$ cat src/rtl/inst_fetch_ctrl_pkg.sv
// Shared types and constants for the instruction fetch controller.
package inst_fetch_ctrl_pkg;

  localparam int REG_W = 32;

  typedef logic [REG_W-1:0] reg_bus_t;
  typedef logic [REG_W-1:0] inst_addr_bus_t;

  localparam reg_bus_t ZERO_WORD = '0;

  typedef enum logic [1:0] {
    FETCH_IDLE    = 2'd0,
    FETCH_REQ     = 2'd1,
    FETCH_DISCARD = 2'd2,
    FETCH_HOLD    = 2'd3
  } fetch_state_e;

  // Memory is word addressed; the low two PC bits never reach the bus.
  function automatic inst_addr_bus_t word_align(input inst_addr_bus_t a);
    return a & ~inst_addr_bus_t'(3);
  endfunction

endpackage

$ cat src/rtl/inst_fetch_ctrl_timeout.sv
// Acknowledge-wait counter: counts cycles while enabled, clears on request,
// flags expiry on the last permitted wait cycle.
module if_timeout_cnt #(
  parameter int LIMIT = 16
) (
  input  logic clk,
  input  logic rst,
  input  logic i_clr,
  input  logic i_en,
  output logic o_expire
);

  localparam int CW = (LIMIT > 2) ? $clog2(LIMIT) : 1;

  logic [CW-1:0] r_cnt;

  // wait-cycle counter, clear has priority over count
  always_ff @(posedge clk or posedge rst) begin
    if (rst)        r_cnt <= '0;
    else if (i_clr) r_cnt <= '0;
    else if (i_en)  r_cnt <= r_cnt + 1'b1;
  end

  assign o_expire = (r_cnt == CW'(LIMIT - 1));

endmodule

$ cat src/rtl/inst_fetch_ctrl.sv
// Instruction fetch controller: issues the PC to instruction memory over a
// req/ack handshake, returns instruction + PC to IF/ID, stalls the pipeline
// while a fetch is outstanding and drains fetches killed by a flush.
// Optional macro IF_ADEL_EN: misaligned PC raises an address-error exception
// instead of issuing a fetch.
module inst_fetch_ctrl
  import inst_fetch_ctrl_pkg::*;
#(
  parameter int       ACK_TIMEOUT = 16,
  parameter reg_bus_t NOP_INST    = 32'h0000_0000
) (
  input  logic           clk,
  input  logic           rst,
  input  inst_addr_bus_t pc_i,
  input  logic           stall,
  input  logic           flush,
  output logic           inst_req,
  output inst_addr_bus_t inst_addr,
  input  logic           inst_ack,
  input  reg_bus_t       inst_rdata,
  output reg_bus_t       inst_o,
  output inst_addr_bus_t inst_pc_o,
  output logic           inst_valid_o,
  output logic           stall_req_o,
  output logic           bus_err_o,
  output logic           excep_adel_o
);

  fetch_state_e   r_state, w_state_nxt;
  logic           r_req, w_req_nxt;
  inst_addr_bus_t r_addr, w_addr_nxt;
  reg_bus_t       r_inst, w_inst_nxt;
  inst_addr_bus_t r_pc, w_pc_nxt;
  logic           r_valid, w_valid_nxt;
  logic           r_err, w_err_nxt;
  logic           w_waiting, w_tmo_en, w_tmo_clr, w_expire;
`ifdef IF_ADEL_EN
  logic           r_adel, w_adel_set, w_adel_nxt;
`endif

  // A request counts as waiting in REQ and DISCARD until acknowledged.
  assign w_waiting = (r_state == FETCH_REQ) || (r_state == FETCH_DISCARD);
  assign w_tmo_en  = w_waiting && !inst_ack;
  assign w_tmo_clr = !w_tmo_en || w_expire;

  if_timeout_cnt #(.LIMIT(ACK_TIMEOUT)) u_tmo (
    .clk      (clk),
    .rst      (rst),
    .i_clr    (w_tmo_clr),
    .i_en     (w_tmo_en),
    .o_expire (w_expire)
  );

  // state register
  always_ff @(posedge clk or posedge rst) begin
    if (rst) r_state <= FETCH_IDLE;
    else     r_state <= w_state_nxt;
  end

  // next state and next output-register values
  always_comb begin
    w_state_nxt = r_state;
    w_req_nxt   = r_req;
    w_addr_nxt  = r_addr;
    w_inst_nxt  = r_inst;
    w_pc_nxt    = r_pc;
    w_valid_nxt = r_valid;
    w_err_nxt   = 1'b0;
`ifdef IF_ADEL_EN
    w_adel_set  = 1'b0;
`endif
    case (r_state)
      FETCH_IDLE: begin
        w_valid_nxt = 1'b0;
        if (!flush && !stall) begin
`ifdef IF_ADEL_EN
          if (pc_i[1:0] != 2'b00) begin
            w_valid_nxt = 1'b1;
            w_inst_nxt  = NOP_INST;
            w_pc_nxt    = pc_i;
            w_adel_set  = 1'b1;
          end else begin
            w_addr_nxt  = word_align(pc_i);
            w_req_nxt   = 1'b1;
            w_state_nxt = FETCH_REQ;
          end
`else
          w_addr_nxt  = word_align(pc_i);
          w_req_nxt   = 1'b1;
          w_state_nxt = FETCH_REQ;
`endif
        end
      end
      FETCH_REQ: begin
        if (inst_ack) begin
          w_req_nxt = 1'b0;
          if (!flush) begin
            w_inst_nxt  = inst_rdata;
            w_pc_nxt    = r_addr;
            w_valid_nxt = 1'b1;
            w_state_nxt = stall ? FETCH_HOLD : FETCH_IDLE;
          end else begin
            w_state_nxt = FETCH_IDLE;
          end
        end else if (w_expire) begin
          w_req_nxt   = 1'b0;
          w_err_nxt   = 1'b1;
          w_state_nxt = FETCH_IDLE;
        end else if (flush) begin
          // request already on the bus: keep it up until memory answers
          w_state_nxt = FETCH_DISCARD;
        end
      end
      FETCH_DISCARD: begin
        // a timeout here is silent: the fetch was already dead
        if (inst_ack || w_expire) begin
          w_req_nxt   = 1'b0;
          w_state_nxt = FETCH_IDLE;
        end
      end
      FETCH_HOLD: begin
        if (flush || !stall) w_state_nxt = FETCH_IDLE;
      end
      default: w_state_nxt = FETCH_IDLE;
    endcase
    // flush kills whatever is being presented, whatever the state
    if (flush) begin
      w_valid_nxt = 1'b0;
      w_inst_nxt  = NOP_INST;
    end
`ifdef IF_ADEL_EN
    w_adel_nxt = w_adel_set || (r_adel && w_valid_nxt);
`endif
  end

  // output registers
  always_ff @(posedge clk or posedge rst) begin
    if (rst) begin
      r_req   <= 1'b0;
      r_addr  <= ZERO_WORD;
      r_inst  <= NOP_INST;
      r_pc    <= ZERO_WORD;
      r_valid <= 1'b0;
      r_err   <= 1'b0;
    end else begin
      r_req   <= w_req_nxt;
      r_addr  <= w_addr_nxt;
      r_inst  <= w_inst_nxt;
      r_pc    <= w_pc_nxt;
      r_valid <= w_valid_nxt;
      r_err   <= w_err_nxt;
    end
  end

`ifdef IF_ADEL_EN
  // address-error flag lives as long as the NOP it accompanies
  always_ff @(posedge clk or posedge rst) begin
    if (rst) r_adel <= 1'b0;
    else     r_adel <= w_adel_nxt;
  end
  assign excep_adel_o = r_adel;
`else
  assign excep_adel_o = 1'b0;
`endif

  assign inst_req     = r_req;
  assign inst_addr    = r_addr;
  assign inst_o       = r_inst;
  assign inst_pc_o    = r_pc;
  assign inst_valid_o = r_valid;
  assign bus_err_o    = r_err;
  assign stall_req_o  = w_waiting && !inst_ack;

endmodule

$ cat config.mk
export PLATFORM = sky130hd
export DESIGN_NAME = inst_fetch_ctrl
export DESIGN_NICKNAME = d
export VERILOG_FILES = /design/src/rtl/inst_fetch_ctrl_pkg.sv /design/src/rtl/inst_fetch_ctrl_timeout.sv /design/src/rtl/inst_fetch_ctrl.sv
export SDC_FILE = /design/constraint.sdc
export NUM_CORES = 1
export LEC_CHECK = 0
export CAP_MARGIN = 20
export CORE_ASPECT_RATIO = 0.8
export CORE_UTILIZATION = 38
export CTS_CLUSTER_DIAMETER = 60
export DETAILED_ROUTE_END_ITERATION = 16
export PLACE_DENSITY_LB_ADDON = 0.12
export RECOVER_POWER = 25
export SLEW_MARGIN = 30
export SYNTH_ARGS = -nofsm -noshare
export SYNTH_HDL_FRONTEND = slang
export SYNTH_SLANG_ARGS = --single-unit
$ cat constraint.sdc
create_clock -name clk -period 3.5 [get_ports clk]
set_input_delay 0.875 -clock clk [delete_from_list [all_inputs] [get_ports clk]]
set_output_delay 0.875 -clock clk [all_outputs]
set_load 0.005 [all_outputs]
# --- Word level (Yosys, flattened, before mapping) ---
# Cells that the tools add are included.
word_totals:
  rom_bits: 0
  word_cells: 67
  ramBits: 0
  out_inout_bits: 101
  input_bits: 69
  latchBits: 0
  n_memories: 0
  reg_bits: 101
op_classes:
  div_mod_pow: 0
  order_cmp: 0
  n_addsub: 1
  reduce_logical: 22
  mul: 0
  muxes: 25
  eq_ne: 10
  bitwise: 1
  shifts: 0
op_table:
  columns: ["operator", "n"]
  rows:
  - ["two-way mux 32 bit", 3]
  - ["two-way mux 2 bit", 8]
  - ["two-way mux 1 bit", 9]
  - ["two-way mux 4 bit", 2]
  - ["case mux 2 bit (4 select lines)", 1]
  - ["AND reduction 4 bit", 2]
  - ["!= test 3 bit, second input constant", 2]
  - ["AND reduction 2 bit", 3]
  - ["nonzero test 2 bit", 3]
  - ["nonzero test 3 bit", 2]
  - ["adder 4 x 1 -> 4 bit, second input constant", 1]
  - ["equality test 2 bit, second input constant", 2]
  - ["equality test 4 bit, second input constant", 1]
  - ["zero test 1 bit", 4]
  - ["logical OR 1 bit", 4]
  - ["!= test 2 bit, second input constant", 2]
  - ["!= test 4 bit, second input constant", 1]
  - ["case mux 1 bit (3 select lines)", 1]
  - ["AND reduction 3 bit", 1]
  - ["equality test 2 x 1 -> 1 bit, second input constant", 1]
  - ["logical AND 1 bit", 2]
  - ["zero test 2 bit", 1]
  - ["!= test 2 x 1 -> 1 bit, second input constant", 1]
  - ["case mux 1 bit (2 select lines)", 1]
  - ["NOT 1 bit", 1]

# --- Depth between registers and ports, before layout ---
depth:
  word_depth: 6
  ltp_mapped: 7
  mapped_depth_nobuf: 6

# --- Modules after synthesis ---
# A second synthesis with hierarchy kept.
unflattened:
  cells_unflattened: 262
  area_unflattened_um2: 3985.1
by_module_without_submodules:
  columns: ["module", "area_per_inst_um2", "cells_per_inst", "seq_area_each_um2", "instances"]
  rows:
  - ["inst_fetch_ctrl", 3782.4, 244, 2427.3, 1]
  - ["if_timeout_cnt", 202.7, 18, 100.1, 1]

# --- Worst setup path before layout ---
# Ideal clock, no wire load.
synth_timing:
  path_type: "input port to output port"
  from: "input port inst_ack"
  to: "output port stall_req_o"
  setup_slack_ns: 1.567
  required_ns: 2.625
  path_stages: 1
  arrival_time_ns: 1.058
  n_path_buf: 0
  path_cell_list: "nor2b_1"
synth_between:
  elab_chain_cells: 2
synth_lines:
  columns: ["item", "line", "source"]
  rows:
  - ["from (decl)", "inst_fetch_ctrl.sv:19", "input logic inst_ack,"]
  - ["zero test 1 bit", "inst_fetch_ctrl.sv:172", "assign stall_req_o = w_waiting && !inst_ack;"]
  - ["logical AND 1 bit", "inst_fetch_ctrl.sv:172", null]
  - ["to (decl)", "inst_fetch_ctrl.sv:24", "output logic stall_req_o,"]
# No other way between the ends.

# --- Final worst setup path ---
# Same ends and word-level chain as after synthesis.

==> impl_metrics.csv <==
group,metric,value,unit
status,status,"complete, no violations",
route,first_pass_iters,4,
power_and_ir_drop,powerDensity,788.7,nW/um^2
floorplan,die-area,11020,um^2
cells_and_area,drive_above_1_share,19.39,%
route,viasPerCell,4.787,
route,drtAntennaViolNets,0,
cells_and_area,fin_cells,568,
sta,tightest_slew,1.445,ns
power_and_ir_drop,power_leakage,2.677,nW
power_and_ir_drop,pwr-share-comb,39.0,%
global_route,gr-total-overflow,0,
floorplan,core,10280,um^2
synth,ys_ff_latch,101,
sta,clock.fmax,313.8,MHz
sta,setup_violations,0,
power_and_ir_drop,p_seq_share,39.4,%
cts,cts_tree,"done",
route,routed_wl,9151,um
job,cap_violations,0,
sta,hold_viol,0,
worst_setup_path,critPathMaxFanout,6,
cts,ctsResizeCount,0,
global_route,grt_max_degree,47,
synth,synth_edf_count,0,
placement,place.port_buffers,162,
cells_and_area,nets,498,
synth,avgSynthCellArea,15.67,um^2
global_route,grt_pass1_wl,13820,um
synth,postSynth.asyncResetShare,100.0,%
sta,slew_headroom,3.108,%
power_and_ir_drop,pwr-share-clk,21.6,%
cts,clk_pin_slew,0.06,ns
synth,ys_warn_count,0,
floorplan,floorplan.initialDensity,39.17,%
floorplan,dieWidth,117.1,um
synth,ys_types,25,
global_route,first_global_vias,2603,
worst_setup_path,cp_slowest_cell,"dlygate4sd3_1",
sta,setup_ws,0.3131,ns
worst_setup_path,worstPathRequired,2.62,ns
worst_setup_path,worst-setup-path-type,"in2out",
worst_setup_path,crit_chain,"dlygate4sd3_1 > nor2b_1 > clkdlybuf4s50_1",
floorplan,rows,33,
sta,drv_slew,0,
synth,seq_area_frac_synth,62.75,%
sta,post-route-period-util,91.05,%
worst_setup_path,cpPeakStageDelay,0.63,ns
cts,cts_made_buffers,9,
power_and_ir_drop,p_int,3.535,mW
hold_path,hold_class,"reg2reg",
worst_setup_path,cp_top_family,"buffers and inverters",
placement,place_congestion,0.7587,
cts,clockRootBuffer,"clkbuf_16",
placement,postPlaceCellArea,5778,um^2
floorplan,io_pins,170,
cells_and_area,antennaDiodeCount,0,
cells_and_area,post-route-cell-area,6083,um^2
sta,rsz0062_at_grt,"false",
worst_setup_path,crit_arrival,2.31,ns
worst_setup_path,critPathLaunchType,"primary input",
cts,ctsHoldBuffers,0,
worst_setup_path,cp-end-kind,"output pin",
cts,postCtsSetupRepairBufs,0,
power_and_ir_drop,swShare,26.33,%
cts,worst_skew_pair.late_latency,0.34,ns
cts,htree_levels,3,
cts,clock-sinks,101,
placement,pre_cts_ws,0.4084,ns
power_and_ir_drop,finalPower,4.798,mW
route,num_vias,2719,
synth,postSynthCellCount,257,
worst_setup_path,crit_buf_inv,2,
power_and_ir_drop,switching_power,1.263,mW
route,first_iter_violations,98,
sta,skew,0.005661,ns
sta,tns,0,ns
placement,dp.cells,552,
global_route,track_usage,17.07,%
route,drc,0,
synth,synth-main-ff-cell,"dfrtp_1",
placement,dp_hpwl,6369,um
floorplan,fp.dieH,94.08,um
global_route,antenna_found_initial,0,
route,avgRoutedWirePerCell,16.11,um
cells_and_area,area_delta_synth_final,51.04,%
sta,min_period,3.187,ns
synth,synthesis.area,4028,um^2
cts,clock_path_buffers,2,
power_and_ir_drop,vdd_drop_max,0.4305,mV
==> metrics by stage <==
stage,util [%],hold WS (ns)
3_3_place_gp,56.20,0.4519
5_1_grt,59.17,0.4881
4_1_cts,59.19,0.4618
2_1_floorplan,-,0.4295
6_report,59.17,0.4611
3_5_place_dp,56.20,0.4526
==> state kept, by name, summed over array words and instances, names as in the netlist <==
name,flops
inst_valid_o,1
inst_req,1
inst_pc_o,30
inst_addr,30
inst_o,32
u_tmo.r_cnt,4
bus_err_o,1
r_state,2
==> final cells by class <==
class / count / area (um^2)
Fill cell: 813 / 4198
Sequential cell: 101 / 2527
Timing Repair Buffer: 169 / 1687
Multi-Input combinational cell: 137 / 1366
Clock buffer: 11 / 232.7
Tap cell: 140 / 175.2
Clock inverter: 5 / 75.07
Inverter: 5 / 20.02
==> power groups by stage <==
stage	sequential [mW]	clock [mW]	combinational, mW
floorplan	1.92	0	0.782
CTS	1.90	1.08	1.90
global route	1.96	1.13	2.02
finish	1.89	1.04	1.87
detailed placement	1.91	0	1.89
global placement	1.89	0	1.88
==> layout by cell type (no fill, tap or decap) <==
master	instances
o311ai_0	1
mux2_4	28
clkbuf_16	9
mux2_2	30
dfrtp_1	101
nand2_1	5
o32ai_2	1
bufinv_16	2
clkdlybuf4s50_1	160
o21ai_0	3
buf_4	6
mux2_1	4
nand2b_1	1
and3b_2	1
xor2_1	2
o31ai_1	1
and3_1	2
clkbuf_1	2
a21oi_1	3
dlygate4sd3_1	2
nand3_1	3
inv_1	4
nor2b_1	1
a21oi_2	1
and2_0	1
ha_1	6
clkinv_2	3
and2_1	1
buf_12	1
conb_1	5
a22o_1	32
nor2_1	5
clkinvlp_2	1
==> cells in the mapped netlist (2+ instances only) <==
cell	instances	area, um^2
a22o_1	32	280.3
mux2_4	28	420.4
xor2_1	2	17.52
buf_2	6	30.03
ha_1	6	75.07
mux2_2	30	337.8
mux2_1	4	45.04
o21ai_0	3	15.01
nand3_1	3	15.01
nor2_1	5	18.77
buf_6	4	45.04
and2_1	2	12.51
and3_1	2	12.51
a21oi_1	4	20.02
nand2_1	5	18.77
dfrtp_1	101	2527
inv_1	5	18.77
buf_4	8	60.06
==> worst paths after layout <==
path                                            start                          to  slack [ns]  depth (start not counted)
min in group asynchronous                         rst      inst_o[22]$_DFFE_PP0P_        1.32                          2
min                        u_tmo.r_cnt[0]$_DFFE_PP0P_  u_tmo.r_cnt[0]$_DFFE_PP0P_        0.46                          1
max in group asynchronous                         rst   inst_addr[14]$_DFFE_PP0P_        1.24                          3
max reg2reg                    r_state[1]$_DFFE_PP0P_    inst_pc_o[4]$_DFFE_PP0P_        1.42                          5
max                                          inst_ack                 stall_req_o        0.31                          3
min reg2reg                u_tmo.r_cnt[0]$_DFFE_PP0P_  u_tmo.r_cnt[0]$_DFFE_PP0P_        0.46                          1
==> worst reg2reg max path, cell delays in order (launching register included) <==
cell and delay [ns]:
dfrtp_1 0.41, inv_1 0.15, ha_1 0.27, and3b_2 0.34
buf_4 0.44, mux2_4 0.36
==> metal layers <==
metal | up-vias | part of all wire (%) | global-route usage [%]
li1 | 1240 | - | -
met1 | 1345 | 45 | 22.36
met3 | 11 | 10 | 7.355
met2 | 123 | 43 | 25.10
met5 | - | 0 | 0
met4 | 0 | 1.1 | 5.907
==> logic make-up after synthesis <==
kind of cell / Yosys count / share of synthesized area, %
DFF: 101 / 62.75
muxes: 62 / 19.94
AOI/OAI and AO/OA: 42 / 8.636
adders and majority gates: 6 / 1.864
and+or+nand+nor: 20 / 2.454
buffers and inverters: 23 / 3.821
xor gates and xnor gates: 2 / 0.4350
other: 1 / 0.09311
(Power assumes the default switching activity.)
